==> config.mk <==
export PLATFORM = sky130hd
export DESIGN_NAME = i2c_slave_regfile
export DESIGN_NICKNAME = d
export VERILOG_FILES = /design/src/rtl/i2c_pkg.sv /design/src/rtl/i2c_bus_sync.sv /design/src/rtl/i2c_slave_regfile.sv
export SDC_FILE = /design/constraint.sdc
export NUM_CORES = 1
export LEC_CHECK = 0
export BUFFER_PORTS_ARGS = -buffer_cell sky130_fd_sc_hd__buf_2
export CAP_MARGIN = 10
export CORE_MARGIN = 5
export CORE_UTILIZATION = 62
export DETAILED_ROUTE_END_ITERATION = 12
export PLACE_DENSITY = 0.85
export SLEW_MARGIN = 10
export SYNTH_ARGS = -nofsm -noshare
export SYNTH_HDL_FRONTEND = slang
export SYNTH_SLANG_ARGS = --single-unit
==> constraint.sdc <==
create_clock -name clk -period 6.9 [get_ports clk]
set_clock_uncertainty 0.15 [all_clocks]
set_input_delay 1.38 -clock clk [delete_from_list [all_inputs] [get_ports clk]]
set_output_delay 1.38 -clock clk [all_outputs]
set_load 0.02 [all_outputs]
==> src/rtl/i2c_pkg.sv <==
// Shared I2C definitions: target FSM states, bus-level constants and pointer sizing.
package i2c_pkg;

    typedef enum logic [3:0] {
        IDLE, ADDR, ADDR_ACK, PTR, PTR_ACK, WDATA, WDATA_ACK, RDATA, RACK, NACK_W, WAIT
    } i2c_state_e;

    localparam logic I2C_RW_READ = 1'b1;
    localparam logic I2C_ACK     = 1'b0;

    function automatic int ptr_width(input int num_regs);
        return (num_regs > 1) ? $clog2(num_regs) : 1;
    endfunction

endpackage

==> src/rtl/i2c_bus_sync.sv <==
// SCL/SDA synchronisers with SCL edge pulses and START/STOP detection.
module i2c_bus_sync #(
    parameter int SYNC_STAGES = 2
) (
    input  logic clk,
    input  logic reset,
    input  logic scl_i,
    input  logic sda_i,
    output logic scl_s,
    output logic sda_s,
    output logic scl_rise,
    output logic scl_fall,
    output logic start_det,
    output logic stop_det
);

    logic [SYNC_STAGES-1:0] scl_ff, sda_ff;
    logic scl_d, sda_d;

    // Reset to the idle-bus level so leaving reset never looks like an edge.
    always_ff @(posedge clk or posedge reset) begin
        if (reset) begin
            scl_ff <= '1;
            sda_ff <= '1;
            scl_d  <= 1'b1;
            sda_d  <= 1'b1;
        end else begin
            scl_ff <= {scl_ff[SYNC_STAGES-2:0], scl_i};
            sda_ff <= {sda_ff[SYNC_STAGES-2:0], sda_i};
            scl_d  <= scl_s;
            sda_d  <= sda_s;
        end
    end

    assign scl_s     = scl_ff[SYNC_STAGES-1];
    assign sda_s     = sda_ff[SYNC_STAGES-1];
    assign scl_rise  = scl_s & ~scl_d;
    assign scl_fall  = ~scl_s & scl_d;
    assign start_det = scl_s & scl_d & sda_d & ~sda_s;
    assign stop_det  = scl_s & scl_d & ~sda_d & sda_s;

endmodule

==> src/rtl/i2c_slave_regfile.sv <==
// I2C target exposing NUM_REGS byte registers through a pointer byte, with
// auto-increment, repeated START and NACK of foreign address or bad pointer.
module i2c_slave_regfile
    import i2c_pkg::*;
#(
    parameter logic [6:0] SLV_ADDR    = 7'h55,
    parameter int         NUM_REGS    = 4,
    parameter int         SYNC_STAGES = 2,
    localparam int        PTR_W       = ptr_width(NUM_REGS)
) (
    input  logic                  clk,
    input  logic                  reset,
    input  logic                  scl_i,
    input  logic                  sda_i,
    output logic                  sda_oe,
    output logic [8*NUM_REGS-1:0] regs_flat,
    output logic                  wr_strobe,
    output logic [PTR_W-1:0]      wr_index,
    output logic [7:0]            wr_data,
    output logic                  busy
);

    logic scl_s, sda_s, scl_rise, scl_fall, start_det, stop_det;

    i2c_bus_sync #(.SYNC_STAGES(SYNC_STAGES)) u_sync (
        .clk      (clk),
        .reset    (reset),
        .scl_i    (scl_i),
        .sda_i    (sda_i),
        .scl_s    (scl_s),
        .sda_s    (sda_s),
        .scl_rise (scl_rise),
        .scl_fall (scl_fall),
        .start_det(start_det),
        .stop_det (stop_det)
    );

    i2c_state_e state_q, state_d;
    logic [3:0]       cnt_q, cnt_d;
    logic             oe_q, oe_d, rw_q, rw_d, wr_en;
    logic [7:0]       shift_q, shift_d, new_byte;
    logic [6:0]       tx_q, tx_d;
    logic [PTR_W-1:0] ptr_q, ptr_d, ptr_inc;
    logic [NUM_REGS-1:0][7:0] regs;

    assign new_byte = {shift_q[6:0], sda_s};
    assign ptr_inc  = (ptr_q == PTR_W'(NUM_REGS - 1)) ? '0 : ptr_q + PTR_W'(1);

    always_comb begin
        state_d = state_q;
        cnt_d   = cnt_q;
        oe_d    = oe_q;
        rw_d    = rw_q;
        shift_d = shift_q;
        tx_d    = tx_q;
        ptr_d   = ptr_q;
        wr_en   = 1'b0;
        if (start_det) begin
            state_d = ADDR;
            cnt_d   = '0;
            oe_d    = 1'b0;
        end else if (stop_det) begin
            state_d = IDLE;
            oe_d    = 1'b0;
        end else begin
            case (state_q)
                ADDR, PTR, WDATA: if (scl_rise) begin
                    shift_d = new_byte;
                    cnt_d   = cnt_q + 4'd1;
                    if (cnt_q == 4'd7) begin
                        cnt_d = '0;
                        if (state_q == ADDR) begin
                            rw_d    = new_byte[0];
                            state_d = (new_byte[7:1] == SLV_ADDR) ? ADDR_ACK : WAIT;
                        end else if (state_q == PTR) begin
                            if (32'(new_byte) < NUM_REGS) begin
                                ptr_d   = new_byte[PTR_W-1:0];
                                state_d = PTR_ACK;
                            end else begin
                                state_d = NACK_W;
                            end
                        end else begin
                            wr_en   = 1'b1;
                            ptr_d   = ptr_inc;
                            state_d = WDATA_ACK;
                        end
                    end
                end
                // cnt=0: first fall pulls SDA low; cnt=1: fall after the ACK pulse ends it.
                ADDR_ACK, PTR_ACK, WDATA_ACK: if (scl_fall) begin
                    if (cnt_q == 4'd0) begin
                        oe_d  = 1'b1;
                        cnt_d = 4'd1;
                    end else begin
                        cnt_d = '0;
                        if (state_q == ADDR_ACK && rw_q == I2C_RW_READ) begin
                            state_d = RDATA;
                            tx_d    = regs[ptr_q][6:0];
                            oe_d    = ~regs[ptr_q][7];
                            ptr_d   = ptr_inc;
                        end else begin
                            state_d = (state_q == ADDR_ACK) ? PTR : WDATA;
                            oe_d    = 1'b0;
                        end
                    end
                end
                RDATA: begin
                    if (scl_fall) begin
                        oe_d = ~tx_q[6];
                        tx_d = {tx_q[5:0], 1'b0};
                    end else if (scl_rise) begin
                        cnt_d = cnt_q + 4'd1;
                        if (cnt_q == 4'd7) begin
                            cnt_d   = '0;
                            state_d = RACK;
                        end
                    end
                end
                // cnt=1 records that the master ACKed and another byte is due.
                RACK: begin
                    if (scl_fall) begin
                        if (cnt_q == 4'd0) begin
                            oe_d = 1'b0;
                        end else begin
                            cnt_d   = '0;
                            state_d = RDATA;
                            tx_d    = regs[ptr_q][6:0];
                            oe_d    = ~regs[ptr_q][7];
                            ptr_d   = ptr_inc;
                        end
                    end else if (scl_rise) begin
                        if (sda_s == I2C_ACK) cnt_d = 4'd1;
                        else                  state_d = WAIT;
                    end
                end
                NACK_W: if (scl_rise) state_d = WAIT;
                default: ;
            endcase
        end
    end

    always_ff @(posedge clk or posedge reset) begin
        if (reset) begin
            state_q   <= IDLE;
            cnt_q     <= '0;
            oe_q      <= 1'b0;
            rw_q      <= 1'b0;
            shift_q   <= '0;
            tx_q      <= '0;
            ptr_q     <= '0;
            regs      <= '0;
            wr_strobe <= 1'b0;
            wr_index  <= '0;
            wr_data   <= '0;
        end else begin
            state_q   <= state_d;
            cnt_q     <= cnt_d;
            oe_q      <= oe_d;
            rw_q      <= rw_d;
            shift_q   <= shift_d;
            tx_q      <= tx_d;
            ptr_q     <= ptr_d;
            wr_strobe <= wr_en;
            if (wr_en) begin
                regs[ptr_q] <= new_byte;
                wr_index    <= ptr_q;
                wr_data     <= new_byte;
            end
        end
    end

    assign sda_oe    = oe_q;
    assign regs_flat = regs;
    assign busy      = (state_q != IDLE);

    // SDA may only move while SCL is low, apart from the release on START/STOP.
    a_oe_stable: assert property (@(posedge clk) disable iff (reset)
        ($past(scl_s) && !$past(start_det) && !$past(stop_det)) |-> (oe_q == $past(oe_q)));

endmodule

==> summary.md <==
| Metric | Value |
|---|---|
| Std-Cell Rows | 28 |
| Core ar. | ~0.006 mm2 |
| Net Sw Frac | 39.23% |
| Initial Util | 64.68% |
| Synth cell types | between 60 and 70 |
| Skew-Pair Late Insertion Delay | 0.35 ns |
| First-pass GRT wire length | ~15,000 um |
| Crit path required time | 5.37 ns |
| DP Wirelength | around 6000 um |
| Hold Crit Class | reg -> reg |
| CTS buffer count | 9 |
| Hold-fix buffer count after cts | 0 |
| Combinational group share of total power | about a third |
| Total global routing overflow | 0 |
| CP Capture Type | output pin |
| Worst-Margin Slew | 0.9912 ns |
| Psw | between 0.0005 and 0.0006 W |
| Post-cts gate resize count | 0 |
| Final setup violating endpoints | 0 |
| Final Cycle Share | a little under half |
| Most common cell after layout, fill and taps aside | dfrtp_1 |
| Antenna violations before repair | 0 |
| CTS tree | built |
| Area Growth Syn to Fin | 11.69% |
| Clock power share | 22.7% |
| Layout cells sized above 1 | 43.13% |
| DR WL/cell | 19.87 um |
| LEAKAGE | between 2 and 2.5 nW |
| Tmin final | about 3.2 ns |
| Post-route ant nets | 0 |
| Root buf cell | clkbuf_8 |
| Total track usage | 24.54% |
| Die height | 89.06 um |
| Synth warn | 0 |
| Outcome | complete, no violations |
| Mapped cell area | just under 0.004 mm2 |
| Dpl cells | around 420 |
| Post-DR vias/cell | 6.187 |
| Slew Limit Fails | 0 |
| EDFF count, synth | 0 |
| Part of the power in registers | 42.8% |
| Most frequent cells in the layout | dfrtp_1 (69), mux2_2 (60), buf_2 (48), nor2_1 (16), nand2_1 (15) |
| PortBufs | between 40 and 50 |
| Fmax achieved | around 320 MHz |
| CP Max Fanout | 21 |
| Final Hold Viols | 0 |
| Fraction of registers with async set/reset | between 90% and 100% |
| Crit path kind | reg -> out |
| PD cells | 344.3 mW/mm2 |
| VDD IR-drop max | ~0.00022 V |
| Final WL | 8724 um |
| Diode count | 0 |
| DRT Pass-1 Iters | 4 |
| Internal power | about 0.0009 W |
| WP data arrival | roughly 1.6 ns |
| Residual DRC | 0 |
| Post-Layout Cell Count | 439 |
| Die Wd | 89.06 um |
| Setup repair bufs after CTS | 0 |
| CP Launch Type | flip-flop |
| Syn avg cell area | about 12 um2 |
| DIE AREA | ~0.008 mm2 |
| I/O pins | slightly below 50 |
| Largest net degree at the start of global routing | 76 |
| Vias in the first global route | 2,811 |
| Slew HR | between 30% and 40% |
| RD Place Congestion | 0.9389 |
| Cells after Synth | 316 |
| Via count | approximately 2,700 |
| 1st-iter DRT viols | 157 |
| Post-synthesis sequential area ratio | 48.63% |
| Syn Nets | around 330 |
| Most used DFF post-synth | dfrtp_1 |
| TritonCTS sink count | between 70 and 80 |
| RSZ-0062 raised after global routing | false |
| Setup TNS | 0 ns |
| Max-cap violations | 0 |
| FF+latch count, synth | 75 |
| H-tree depth | 3 |
| Fin nets | 372 |
| Clock buffer depth | 2 |
| Clock Pin Slew Worst Setup and Hold Paths | 0.08 ns |
## cells in the mapped netlist (2+ instances only)
cell type / n / area, um2
dfstp_2: 6 / 157.7
inv_1: 12 / 45.04
nand4_1: 2 / 12.51
mux4_2: 8 / 180.2
o22ai_1: 4 / 25.02
a211oi_1: 2 / 15.01
mux2_2: 60 / 675.7
nand3b_1: 3 / 22.52
nor4_1: 2 / 12.51
a21oi_1: 12 / 60.06
o21ai_0: 9 / 45.04
clkbuf_1: 7 / 26.28
mux2_1: 2 / 22.52
nor3_2: 2 / 20.02
ha_1: 9 / 112.6
nor2_1: 16 / 60.06
dfrtp_1: 69 / 1727
nand2_1: 15 / 56.30
nand2b_1: 5 / 31.28
o21bai_1: 3 / 22.52
buf_2: 6 / 30.03
buf_1: 2 / 7.510
nand2_2: 4 / 25.02
nor3_1: 7 / 35.03
o31ai_1: 5 / 37.54
and2_1: 2 / 12.51
nor2b_1: 3 / 18.77
mux2i_1: 6 / 60.06
## cell families (layout without fill, tap and decap cells)
group                      after synthesis  in the layout  synth area share, %
AOI/OAI and AO/OA                       48             48                8.299
xor gates and xnor gates                 1              1               0.2261
buffers and inverters                   29             77                3.294
and+or+nand+nor                         78             78                12.43
adders and majority gates                9              9                2.906
muxes                                   76             76                24.22
DFF                                     75             75                48.63
## sequential cells by signal (all words and copies together) (netlist names), 2 cells and up
signal and flops:
wr_data 8, tx_q 7, cnt_q 4, wr_index 2, u_sync.sda_ff 2, regs_flat 32
state_q 4, ptr_q 2, u_sync.scl_ff 2, shift_q 7
## worst paths after layout
kind	from	end	slack [ns]	cells after the start
worst max-delay path	state_q[1]$_DFFE_PP0P_	busy	3.73	3
worst min-delay path	u_sync.scl_ff[0]$_DFF_PP1_	u_sync.scl_ff[1]$_DFF_PP1_	0.21	0
worst max register to register	u_sync.sda_ff[1]$_DFF_PP1_	regs_flat[9]$_DFFE_PP0P_	3.77	5
worst min register to register	u_sync.scl_ff[0]$_DFF_PP1_	u_sync.scl_ff[1]$_DFF_PP1_	0.21	0
max in group asynchronous	reset	cnt_q[0]$_DFFE_PP0P_	4.84	3
min in group asynchronous	reset	tx_q[3]$_DFFE_PP0P_	1.15	3
## worst max-delay path, stage by stage, from the launching register on
cell	delay, ns
dfrtp_1	0.62
nor2_1	0.42
nand2_1	0.08
buf_2	0.17
## per-stage QoR
stage          hold slack [ns]  setup slack (ns)  util (%)  total power, W  cell area, um2
6_report                0.2082             3.731     72.24        0.001490            4328
5_1_grt                 0.2188             3.569     72.24        0.001581            4328
4_1_cts                 0.2093             3.738     72.24        0.001486            4328
3_5_place_dp            0.1968             3.756     69.01        0.001149            4134
3_3_place_gp            0.1956             3.916     69.01        0.001128            4134
2_1_floorplan           0.1952             3.470         -        0.001036            3875
## area by class of cell
class	count	area (um2)
clock buffers	11	131.4
clock inverters	5	62.56
multi-input cells	212	1863
inverters	12	45.04
fillers	422	1663
flip-flops and latches	75	1884
well taps	75	93.84
repair buffers	49	247.7
## power groups by stage
stage | sequential, W | combinational (W) | clock [W]
after floorplan | 0.000533 | 0.000502 | 0
after global placement | 0.000637 | 0.000491 | 0
after detailed placement | 0.000643 | 0.000506 | 0
after CTS | 0.000634 | 0.000509 | 0.000343
after global routing | 0.000652 | 0.000567 | 0.000362
final | 0.000638 | 0.000514 | 0.000338
## layer usage
| layer | share of wire (%) | wire (um) | vias up | global-route usage [%] |
|---|---|---|---|---|
| li1 | - | - | 1230 | - |
| met1 | 44 | 3803 | 1359 | 32.25 |
| met2 | 47 | 4131 | 107 | 38.66 |
| met3 | 7.2 | 628 | 20 | 8.940 |
| met4 | 1.8 | 161 | 0 | 7.172 |
| met5 | 0 | 0 | - | 0 |
No activity file was read; power rests on OpenSTA's default activity.
